### config.mk
export PLATFORM = sky130hd
export DESIGN_NAME = convmax_seq
export DESIGN_NICKNAME = d
export VERILOG_FILES = /design/src/rtl/plazer_pkg.sv /design/src/rtl/convmax_seq.sv
export SDC_FILE = /design/constraint.sdc
export NUM_CORES = 2
export LEC_CHECK = 0
export CAP_MARGIN = 20
export CORE_AREA = 5 5 529 531
export CTS_CLUSTER_SIZE = 25
export DETAILED_ROUTE_END_ITERATION = 6
export DIE_AREA = 0 0 534 536
export HOLD_SLACK_MARGIN = 0.08
export SLEW_MARGIN = 20
export SYNTH_ARGS = -nofsm -noshare
export SYNTH_HDL_FRONTEND = slang
export SYNTH_SLANG_ARGS = --single-unit
### constraint.sdc
create_clock -name clk -period 5.3 [get_ports clk]
set_input_delay 0.795 -clock clk [delete_from_list [all_inputs] [get_ports clk]]
set_output_delay 0.795 -clock clk [all_outputs]
set_load 0.01 [all_outputs]
### src/rtl/plazer_pkg.sv
// Shared constants and types for the convmax row scheduler.
// Window geometry, FSM states and datapath bundle types.
package plazer_pkg;

    localparam int SEG_POS   = 128;
    localparam int WIN_BYTES = 144;
    localparam int PAD_BYTES = 16;

    typedef enum logic [1:0] {
        FILL,
        PAD,
        WAIT,
        EMIT
    } state_t;

    typedef logic [WIN_BYTES-1:0][7:0] window_t;
    typedef logic [7:0][7:0]           kernel_t;

endpackage

### src/rtl/convmax_seq.sv
// Row scheduler: slices a pixel row into overlapping windows for convmax
// and merges the per-segment peaks into one absolute row peak.
module convmax_seq
    import plazer_pkg::*;
#(
    parameter int SEGS = 5,
    parameter int ROWS = 480,
    parameter int LAT  = 2
) (
    input  logic                       clk,
    input  logic                       reset,
    input  logic                       sof,
    input  logic [7:0]                 pix_data,
    input  logic                       pix_valid,
    output logic                       pix_ready,
    input  logic                       cfg_we,
    input  logic [63:0]                cfg_gauss,
    output logic [WIN_BYTES-1:0][7:0]  cv_data,
    output logic [7:0][7:0]            cv_gauss,
    output logic                       cv_start,
    input  logic [15:0]                cv_maxval,
    input  logic [7:0]                 cv_maxpos,
    input  logic                       cv_ready,
    output logic                       res_valid,
    input  logic                       res_ready,
    output logic [8:0]                 res_row,
    output logic [15:0]                res_maxval,
    output logic [9:0]                 res_maxpos
);

    localparam int         ROW_W  = SEGS * SEG_POS;
    localparam logic [9:0] LAST_B = 10'(ROW_W - 1);
    localparam logic [2:0] LAST_S = 3'(SEGS - 1);
    localparam logic [8:0] LAST_R = 9'(ROWS - 1);
    localparam logic [7:0] THR0   = 8'(WIN_BYTES);
    localparam logic [7:0] THRN   = 8'(SEG_POS);
    localparam logic [3:0] LAST_P = 4'(PAD_BYTES - 1);
    localparam logic [7:0] LAT_C  = 8'(LAT);

    state_t      r_state;
    state_t      w_next;
    window_t     r_win;
    kernel_t     r_gauss;
    logic [9:0]  r_bcnt;
    logic [2:0]  r_scnt;
    logic [7:0]  r_fcnt;
    logic [3:0]  r_pcnt;
    logic [7:0]  r_wcnt;
    logic [8:0]  r_row;
    logic [15:0] r_max;
    logic [9:0]  r_pos;
    logic        r_start;

    logic        w_acc;
    logic        w_sof;
    logic        w_last;
    logic        w_fire;
    logic        w_cap;
    logic [7:0]  w_thr;
    logic [7:0]  w_fcnt_inc;
    logic [9:0]  w_seg_pos;

    // Ready is held low while reset is asserted so no byte slips in.
    assign pix_ready  = (r_state == FILL) && !reset;
    assign res_valid  = (r_state == EMIT);
    assign w_acc      = pix_valid && pix_ready;
    assign w_sof      = w_acc && sof;

    assign cv_data    = r_win;
    assign cv_gauss   = r_gauss;
    assign cv_start   = r_start;
    assign res_row    = r_row;
    assign res_maxval = r_max;
    assign res_maxpos = r_pos;

    always_comb begin
        w_thr      = (r_scnt == 3'd0) ? THR0 : THRN;
        w_fcnt_inc = r_fcnt + 8'd1;
        w_last     = w_acc && !w_sof && (r_bcnt == LAST_B);
        w_fire     = w_acc && !w_sof && !w_last && (w_fcnt_inc == w_thr);
        w_cap      = (r_state == WAIT) && (r_wcnt >= LAT_C) && cv_ready;
        w_seg_pos  = {r_scnt, 7'd0} + {2'd0, cv_maxpos};
    end

    always_comb begin
        w_next = r_state;
        unique case (r_state)
            FILL: begin
                if (w_last) begin
                    w_next = PAD;
                end else if (w_fire) begin
                    w_next = WAIT;
                end
            end
            PAD: begin
                if (r_pcnt == LAST_P) begin
                    w_next = WAIT;
                end
            end
            WAIT: begin
                if (w_cap) begin
                    w_next = (r_scnt == LAST_S) ? EMIT : FILL;
                end
            end
            EMIT: begin
                if (res_ready) begin
                    w_next = FILL;
                end
            end
            default: w_next = FILL;
        endcase
    end

    always_ff @(posedge clk) begin
        if (reset) begin
            r_state <= FILL;
        end else begin
            r_state <= w_next;
        end
    end

    always_ff @(posedge clk) begin
        if (reset) begin
            r_win   <= '0;
            r_gauss <= '0;
            r_bcnt  <= '0;
            r_scnt  <= '0;
            r_fcnt  <= '0;
            r_pcnt  <= '0;
            r_wcnt  <= '0;
            r_row   <= '0;
            r_max   <= '0;
            r_pos   <= '0;
            r_start <= 1'b0;
        end else begin
            r_start <= 1'b0;
            if (cfg_we) begin
                r_gauss <= cfg_gauss;
            end
            unique case (r_state)
                FILL: begin
                    if (w_acc) begin
                        r_win <= {pix_data, r_win[WIN_BYTES-1:1]};
                        if (w_sof) begin
                            // sof byte becomes byte 0 of row 0
                            r_row  <= '0;
                            r_bcnt <= 10'd1;
                            r_scnt <= '0;
                            r_fcnt <= 8'd1;
                            r_max  <= '0;
                            r_pos  <= '0;
                        end else begin
                            r_bcnt <= r_bcnt + 10'd1;
                            r_fcnt <= w_fire ? 8'd0 : w_fcnt_inc;
                            r_pcnt <= '0;
                            if (w_fire) begin
                                r_start <= 1'b1;
                                r_wcnt  <= '0;
                            end
                        end
                    end
                end
                PAD: begin
                    r_win  <= {8'h00, r_win[WIN_BYTES-1:1]};
                    r_pcnt <= r_pcnt + 4'd1;
                    if (r_pcnt == LAST_P) begin
                        r_start <= 1'b1;
                        r_wcnt  <= '0;
                        r_pcnt  <= '0;
                    end
                end
                WAIT: begin
                    if (r_wcnt < LAT_C) begin
                        r_wcnt <= r_wcnt + 8'd1;
                    end
                    if (w_cap) begin
                        // >= lets a later equal peak win the tie
                        if (cv_maxval >= r_max) begin
                            r_max <= cv_maxval;
                            r_pos <= w_seg_pos;
                        end
                        if (r_scnt != LAST_S) begin
                            r_scnt <= r_scnt + 3'd1;
                        end
                    end
                end
                EMIT: begin
                    if (res_ready) begin
                        r_row  <= (r_row == LAST_R) ? 9'd0 : r_row + 9'd1;
                        r_bcnt <= '0;
                        r_scnt <= '0;
                        r_fcnt <= '0;
                        r_max  <= '0;
                        r_pos  <= '0;
                    end
                end
                default: ;
            endcase
        end
    end

endmodule

==> metrics.txt <==
first-pass GRT wire length 279000 um; Static Leak 21.3 nW; Synth Warn # 0; placed cell count 10265; Hold Violations, Final 0; FILL cells 30102; GRT Util Overall 12.9%; layout cells sized above 1 4.62%; Synth area leader dfxtp_1; Pwr Total 24.0 mW; leading register cell type out of synthesis dfxtp_1; worst slew pin tran 1.14 ns; WL final 198000 um; post-synthesis xor/xnor area fraction 0.311%; pre-CTS WS 1.64 ns; Post-synth EDFFs 0; WHS 0.426 ns; clock root buffer clkbuf_16; CP bufs+invs 2; NumNets Final 6941; CP top delay family buffers and inverters; Slew Limit Fails 0; Hold-fix buffers, CTS 0; routed vias/inst 4.00; Critical-path top delay cell dfxtp_1; IO Pins 1357; sequential-to-total area share from yosys stat 57.2%; main combinational cell family by area after synthesis simple AND/OR/NAND/NOR gates; Initial Utilization 16.4%; vias in the first global route 39658; # Post-CTS Setup Buffers 0; Cell Rows 193; DR DRC count 0; Max clock buf depth 4; Syn Nets 5784; Worst Setup Start Kind flip-flop; IO buf count 1356; synthesized area per cell 7.96 um^2; router iterations before antenna repair 5; Layout Area Growth over Synthesis 49.5%; Max VDD drop 0.000281 V; total grt overflow 0; largest net degree at the start of global routing 158; worst hold endpoint cv_data[31]; Worst Skew 0.0746 ns; crit-path max cell delay 0.68 ns; mapped cell area 0.0450 mm^2; status finished clean; worst path arrival time 2.47 ns; synth top area cells dfxtp_1 (57%), nand2_1 (19%), a21oi_1 (13%); GP Congestion 0.939; Power Dens Cells 356 mW/mm^2; r2r setup slk 2.54 ns; core region area 0.275 mm^2; period utilisation layout 61.6%; die height 536 um; post-synth top area share 57.2%; endpoints failing setup 0; Initial DRC Count 3216; RSZ-0062 raised after global routing no; post-route ant nets 0; Worst Hold Class flip-flop to flip-flop; worst path required time 4.51 ns; clock-pin slew on the worst setup and hold paths 0.06 ns; Final HPWL DP 149000 um; CTS resizes 0; fraction of registers with async set/reset 0%; H-tree levels 4; setup total negative slack 0 ns; Synth Instances 5655; Adder-Cell Fraction of Synth Area 0.723%; Die Wd 534 um; worst r2r src r_state[0]; #FFs+latches synth 1287; WL per Instance 18.8 um; Final min period 3.27 ns; Yosys cell types 49; CP endpoint kind primary output; cell depth of the worst flop-to-flop path 6; final non-filler cell total 10539; critical-path maximum fanout 13; clock latency at the later pin of the worst-skew pair 0.79 ns; CTS Buf Count 151; clk sinks 1287; initial antenna violation count 13; Slew HR 23.2%; final setup margin 2.03 ns; die footprint 0.286 mm^2; Fmax 0.306 GHz; CTS tree done; via count 42170; Hold Crit Start cv_data[39]; Worst Hold Depth 2; Synth Area in Compound Gates 14.3%; max_cap viols 0; mux share of post-synthesis cell area 1.47%; critical path class flip-flop to primary output; crit path cell chain nand2_1, clkinv_1, clkdlybuf4s50_1; simple-gate share of the synthesized area 22.0%; reg2reg end cv_data[333]
worst max path at each step:
stage | slack (ns) | to | cells past startpoint | startpoint
3_3_place_gp | 1.68 | res_maxval[0] | 9 | cv_maxval[0]
3_5_place_dp | 1.64 | res_maxval[0] | 8 | cv_maxval[13]
4_1_cts | 1.95 | res_valid | 3 | r_state[1]
5_1_grt | 1.85 | res_valid | 3 | r_state[1]
2_1_floorplan | 2.89 | res_maxval[0] | 8 | cv_maxval[13]
6_report | 2.03 | res_valid | 3 | r_state[1]
stage by stage:
stage | instance area (um^2) | util [%]
finish | 67300 | 24.5
global route | 67300 | 24.5
CTS | 67200 | 24.4
detailed placement | 62200 | 22.6
global placement | 62200 | 22.6
floorplan | 45000 | -
cell usage after synthesis (2+ instances only):
master / number
ha_1: 26
a21oi_1: 1197
and3_1: 6
o31ai_1: 2
o21ai_0: 15
xor2_1: 10
buf_1: 11
or2_2: 2
nor3_1: 11
nand4_1: 8
a31oi_1: 5
a41oi_1: 4
nand2b_1: 35
nand3_1: 37
clkbuf_1: 329
and2_1: 3
buf_2: 73
mux2i_1: 66
clkbuf_2: 2
xnor2_1: 6
a21o_1: 4
nand4b_1: 3
a22oi_1: 12
dfxtp_1: 1287
a211oi_1: 2
nor2b_1: 8
buf_6: 3
nor2_1: 117
a311oi_1: 5
nand2_1: 2321
nor3b_1: 5
inv_1: 23
kinds of logic after synthesis:
logic type               Yosys count
AO/OA/AOI/OAI                   1255
XOR/XNOR                          16
adder cells (fa/ha/maj)           26
buffers and inverters            443
flip-flops                      1287
multiplexers                      66
AND/OR/NAND/NOR                 2562
placed cells by master (no fill, tap or decap), drive strengths merged, types with 2 or more instances in the layout:
cell type      Yosys  routed
nand2           2321    2321
clkdlybuf4s50      0    1354
dfxtp           1287    1287
a21oi           1198    1198
clkbuf           331     213
nor2             117     117
buf               88      69
mux2i             66      66
nand3             37      37
nand2b            35      35
inv               23      34
clkinv             1      33
ha                26      26
o21ai             15      15
a22oi             12      12
nor3              11      11
xor2              10      10
bufinv             0      10
nand4              8       8
nor2b              8       8
and3               6       6
xnor2              6       6
a311oi             6       6
a31oi              5       5
nor3b              5       5
a41oi              5       5
diode              0       4
a21o               4       4
nand4b             3       3
and2               3       3
clkinvlp           0       3
or2                2       2
a211oi             2       2
o31ai              2       2
nor4b              2       2
metal layers:
layer / part of all wire (%) / GRT usage (%) / vias up
met1: 39 / 14.8 / 19873
li1: - / - / 20621
met3: 9.8 / 4.95 / 263
met5: 0.0066 / 0 / -
met4: 3.3 / 4.23 / 2
met2: 48 / 21.9 / 1411
state kept, by name, indices dropped and copies added, names as in the netlist:
| signal | flops |
|---|---|
| r_bcnt | 10 |
| r_pcnt | 4 |
| cv_start | 1 |
| r_wcnt | 8 |
| res_row | 9 |
| res_maxval | 16 |
| r_fcnt | 8 |
| cv_data | 1152 |
| res_maxpos | 10 |
| cv_gauss | 64 |
| r_scnt | 3 |
| r_state | 2 |
area by class of cell:
class / count / area, um^2 / share of cell area, %
Multi-Input combinational cell: 3925 / 17500 / 26.0
Clock buffer: 213 / 4340 / 6.46
Tap cell: 3607 / 4510 / 6.71
Inverter: 24 / 90.1 / 0.134
Antenna cell: 4 / 10.0 / 0.0149
Timing Repair Buffer: 1423 / 14400 / 21.4
Clock inverter: 56 / 688 / 1.02
Sequential cell: 1287 / 25800 / 38.3
power breakdown:
group / internal [mW] / switching (mW) / leakage, nW
logic: 0.671 / 2.87 / 8.43
clock network: 6.26 / 4.36 / 2.48
registers: 9.74 / 0.0852 / 10.4
worst min-delay path, stage by stage (launching register included):
cell and delay, ns:
dfxtp_1 0.32, nand2_1 0.06, a21oi_1 0.05
No activity file was read; power rests on OpenSTA's default activity.
